File: src/rtl/count_event_monitor.sv
// Observes an up/down counter's samples: classifies steps, flags wraps, threshold entry and illegal jumps.
// Outputs are registered (1-cycle latency); pure observer, never back-pressures the upstream counter.
module count_event_monitor #(
  parameter int WIDTH = 4,
  parameter int WCW   = 8
) (
  input  logic             clk,
  input  logic             rst,
  input  logic [WIDTH-1:0] cnt_in,
  input  logic             cnt_valid,
  input  logic [WIDTH-1:0] thresh,
  input  logic             clr,
  output logic [1:0]       state,
  output logic             wrap_pulse,
  output logic             match_pulse,
  output logic [WCW-1:0]   wrap_count,
  output logic             err
);

  typedef enum logic [1:0] {
    S_IDLE = 2'b00,
    S_HOLD = 2'b01,
    S_UP   = 2'b10,
    S_DOWN = 2'b11
  } state_t;

  state_t           state_q, state_d;
  logic [WIDTH-1:0] prev_q, prev_d;
  logic             wrap_q, wrap_d;
  logic             match_q, match_d;
  logic [WCW-1:0]   wcnt_q, wcnt_d;
  logic             err_q, err_d;
  logic [WIDTH-1:0] delta;

  assign delta = cnt_in - prev_q;

  always_comb begin
    state_d = state_q;
    prev_d  = prev_q;
    wrap_d  = 1'b0;
    match_d = 1'b0;
    wcnt_d  = wcnt_q;
    err_d   = err_q;

    if (cnt_valid) begin
      prev_d = cnt_in;
      if (state_q == S_IDLE) begin
        // First sample only seeds prev; there is no step to classify yet.
        state_d = S_HOLD;
      end else begin
        if (delta == '0) begin
          state_d = S_HOLD;
        end else if (delta == WIDTH'(1)) begin
          state_d = S_UP;
          wrap_d  = (prev_q == '1);
        end else if (delta == '1) begin
          state_d = S_DOWN;
          wrap_d  = (prev_q == '0);
        end else begin
          state_d = S_HOLD;
          err_d   = 1'b1;
        end
        match_d = (cnt_in == thresh) && (prev_q != thresh);
      end
    end

    if (wrap_d && (wcnt_q != '1)) begin
      wcnt_d = wcnt_q + WCW'(1);
    end

    // Clear wins over a same-cycle error or wrap increment; pulses are untouched.
    if (clr) begin
      err_d  = 1'b0;
      wcnt_d = '0;
    end
  end

  always_ff @(posedge clk) begin
    if (rst) begin
      state_q <= S_IDLE;
      prev_q  <= '0;
      wrap_q  <= 1'b0;
      match_q <= 1'b0;
      wcnt_q  <= '0;
      err_q   <= 1'b0;
    end else begin
      state_q <= state_d;
      prev_q  <= prev_d;
      wrap_q  <= wrap_d;
      match_q <= match_d;
      wcnt_q  <= wcnt_d;
      err_q   <= err_d;
    end
  end

  assign state       = state_q;
  assign wrap_pulse  = wrap_q;
  assign match_pulse = match_q;
  assign wrap_count  = wcnt_q;
  assign err         = err_q;

endmodule

File: config.mk
export PLATFORM = sky130hd
export DESIGN_NAME = count_event_monitor
export DESIGN_NICKNAME = d
export VERILOG_FILES = /design/src/rtl/count_event_monitor.sv
export SDC_FILE = /design/constraint.sdc
export NUM_CORES = 1
export LEC_CHECK = 0
export CAP_MARGIN = 25
export CORE_MARGIN = 5
export CORE_UTILIZATION = 37
export CTS_CLUSTER_SIZE = 14
export DETAILED_ROUTE_END_ITERATION = 7
export GPL_TIMING_DRIVEN = 0
export PLACE_DENSITY = 0.66
export SETUP_SLACK_MARGIN = 0.15
export SYNTH_ARGS = -nofsm -noshare
export SYNTH_HDL_FRONTEND = slang
export SYNTH_SLANG_ARGS = --single-unit
File: constraint.sdc
create_clock -name clk -period 2.6 [get_ports clk]
set_clock_uncertainty 0.15 [all_clocks]
set_input_delay 0.52 -clock clk [delete_from_list [all_inputs] [get_ports clk]]
set_output_delay 0.52 -clock clk [all_outputs]
set_load 0.1 [all_outputs]
==> results.md <==
- **run status** complete, no violations
- **Routability Congestion** 0.749
- **boundary pin count** 25
- **slew at the pin with the worst max-slew slack** 0.963 ns
- **most used flip-flop cell after synthesis** sky130_fd_sc_hd__dfxtp_1
- **core utilization of the finished layout** 56.6%
- **remaining antenna violation count** 0
- **FFs w/ async S/R, synth** 0%
- **Starting Density** 39.1%
- **number of library cell types mapped by synthesis** 34
- **number of enable-type register cells in the synthesized netlist** 0
- **leftover overflow at the end of global routing** 0
- **cell count of the worst reg-to-reg path** 9
- **Avg WL per Cell** 13.7 um
- **internal power of the cells** 400 uW
- **fraction of synthesized cell area taken by the top area cell type** 34.5%
- **Arrival @ worst endpoint** 2.55 ns
- **vias per cell** 5.16
- **number of antenna cells inserted** 0
- **number of clock sinks** 17
- **vias** 898
- **CTS tree** done
- **Yosys reg bits** 17
- **top achievable clock speed** 0.407 GHz
- **CP max FO** 6
- **clock period minus final worst setup slack** 2.46 ns
- **Mapped Area** 987 um^2
- **standard-cell row count** 18
- **Max VDD drop** 0.353 mV
- **max_cap viols** 0
- **post-placement setup slack** -0.776 ns
- **area grow syn2layout** 44.6%
- **Worst Setup SP** prev_q[0]$_SDFFE_PP0P_
- **Setup Crit Path Kind** flop to flop
- **proportion of power drawn by flip-flops and latches** 45.8%
- **CP Launch Type** flop
- **antenna violations before repair** 0
- **largest net degree at the start of global routing** 12
- **CTS Root Buffer Type** sky130_fd_sc_hd__clkbuf_4
- **vertical die dimension** 61.7 um
- **syn_nets** 128
- **H-tree depth** 1
- **sum of routed wire length over all layers** 2.39 mm
- **clock edge transition at the registers on the reported setup and hold paths** 0.12 ns
- **Avg Cell Area, Syn** 8.89 um^2
- **Floorplan Core Area** 2520 um^2
- **vias in the first global route** 848
- **fin. max-slew vios** 0
- **critical path required time** 2.69 ns
- **Horiz. Die Dim** 61.7 um
- **Leakage Power** 0.000593 uW
- **HPWL reported at the end of detailed placement** 1.74 mm
- **synthesized instance count** 111
- **final number of setup-violating endpoints** 0
- **leading post-synthesis cells by instance count** 17 x sky130_fd_sc_hd__dfxtp_1, 11 x sky130_fd_sc_hd__nor2_1, 8 x sky130_fd_sc_hd__mux2i_1
- **total die area** 3800 um^2
- **RR Startpoint** prev_q[0]$_SDFFE_PP0P_
- **worst hold stages** 1
- **Port-buffer cells** 23
- **clock buffers created by TritonCTS** 3
- **Clk Latency, worst-skew pair** 0.32 ns
- **Hold Crit Class** flop to flop
- **crit path setup slack, layout** 0.141 ns
- **sequential element share of the synthesized area** 34.5%
- **final routed DRC violation total** 0
- **setup repair after global routing missed its margin** true
- **largest area contributor in the netlist** sky130_fd_sc_hd__dfxtp_1
- **switching power total** 193 uW
- **largest buffer count on any clock path** 2
- **pwr dens** 415 nW/um^2
- **endpoint of the worst register-to-register path** wrap_count[5]$_SDFFE_PP0P_
- **flop-to-flop setup slack** 0.14 ns
- **cell types occupying the most area after synthesis** sky130_fd_sc_hd__dfxtp_1 34%, sky130_fd_sc_hd__mux2i_1 8.1%, sky130_fd_sc_hd__xor2_1 5.3%
- **max-slew headroom at the worst pin** 35.6%
- **most repeated cell in the gate-level netlist after synthesis** sky130_fd_sc_hd__dfxtp_1
- **detailed-routing iteration count for the pre-antenna-repair pass** 4
- **DRC violation total after the first TritonRoute iteration** 29
- **endpoint type of the worst setup path** flop
- **count of warnings emitted by yosys** 0
- **total count of hold-check failures in the final report** 0
- **clock network fraction of total power** 26.4%
- **layout cells sized above 1** 27.1%
- **Worst Hold Launch** err$_SDFFE_PP0P_
- **Hold Path Sink** err$_SDFFE_PP0P_
- **switching fraction of total power** 32.5%
- **post-route fraction of the period consumed by the critical path** 94.6%
- **combinational power share** 27.8%
- **DP Cell Count** 164
- **Final #Nets** 162
- **total global routing track utilization** 13.2%
- **global-route wire length before repair** 3.77 mm
- **non-filler cells, final** 174
-- logic make-up after synthesis --
group	after synthesis	synth area share, %
fa+ha+maj	5	7.10
xor+xnor	11	9.76
flops	17	34.5
buf+inv	8	4.18
simple gates	44	24.1
mux	9	9.63
compound gates	17	10.8
-- cell type report --
class | count | area [um^2]
Sequential cell | 17 | 360
Multi-Input combinational cell | 86 | 692
Fill cell | 231 | 1090
Clock buffer | 3 | 22.5
Inverter | 5 | 31.3
Buffer | 3 | 22.5
Clock inverter | 1 | 7.51
Timing Repair Buffer | 29 | 254
Tap cell | 30 | 37.5
-- cell usage in the layout (no fill, tap or decap), drive strengths merged, types with 5 or more instances in the layout --
master and instances:
a21oi 5, buf 10, clkbuf 5, clkdlybuf4s50 7, dfxtp 17, dlygate4sd2 12
inv 5, mux2i 8, nor2 11, o21a 5, xnor2 5, xor2 6
-- through the flow --
| stage | setup TNS [ns] | power, uW | hold slack, ns | instance area, um^2 |
|---|---|---|---|---|
| after floorplan | 0 | 376 | 0.375 | 1040 |
| after global placement | -6.35 | 417 | 0.306 | 1310 |
| after detailed placement | -6.47 | 419 | 0.307 | 1310 |
| after CTS | 0 | 572 | 0.330 | 1350 |
| after global routing | 0 | 616 | 0.370 | 1430 |
| final | 0 | 593 | 0.325 | 1430 |
-- worst max-delay path, stage by stage (launching register included) --
cell and delay, ns:
sky130_fd_sc_hd__dfxtp_4 0.38, sky130_fd_sc_hd__ha_4 0.13, sky130_fd_sc_hd__inv_2 0.03, sky130_fd_sc_hd__fa_2 0.37, sky130_fd_sc_hd__xor2_4 0.18, sky130_fd_sc_hd__nor4_4 0.24, sky130_fd_sc_hd__nand2_1 0.11, sky130_fd_sc_hd__mux2_4 0.31
sky130_fd_sc_hd__or3_1 0.34, sky130_fd_sc_hd__a21oi_1 0.13
-- worst max-delay path by stage --
stage	end	slack, ns	cells past startpoint
final	wrap_count[5]$_SDFFE_PP0P_	0.14	9
after global routing	wrap_count[5]$_SDFFE_PP0P_	0.05	9
after CTS	wrap_count[5]$_SDFFE_PP0P_	0.06	11
after detailed placement	wrap_count[5]$_SDFFE_PP0P_	-0.78	11
after global placement	wrap_count[5]$_SDFFE_PP0P_	-0.75	11
after floorplan	wrap_count[5]$_SDFFE_PP0P_	0.07	10
-- power by group through the flow --
stage | Combinational, uW | Clock, uW | Sequential (uW)
final | 165 | 156 | 272
after global routing | 177 | 166 | 273
after CTS | 142 | 157 | 273
after detailed placement | 139 | 0 | 280
after global placement | 137 | 0 | 279
after floorplan | 81.0 | 0 | 295
-- sequential cells by signal (all words and copies together), names as in the netlist --
register and count:
err 1, match_pulse 1, prev_q 4, state 2, wrap_count 8, wrap_pulse 1
-- routing by layer --
layer	wire (um)	GRT usage, %	vias to the layer above
met4	12	2.73	0
met1	1140	17.3	421
met2	1130	20.9	12
met3	101	4.61	2
met5	0	0	-
li1	-	-	463
-- what timing repair did --
item                       4_1_cts  5_1_grt
hold buffers                     0        0
setup endpoints to repair       24        8
gates resized for setup         26       15
setup buffers                    1        5
pin swaps                        1        3
No activity file was read; power rests on OpenSTA's default activity.
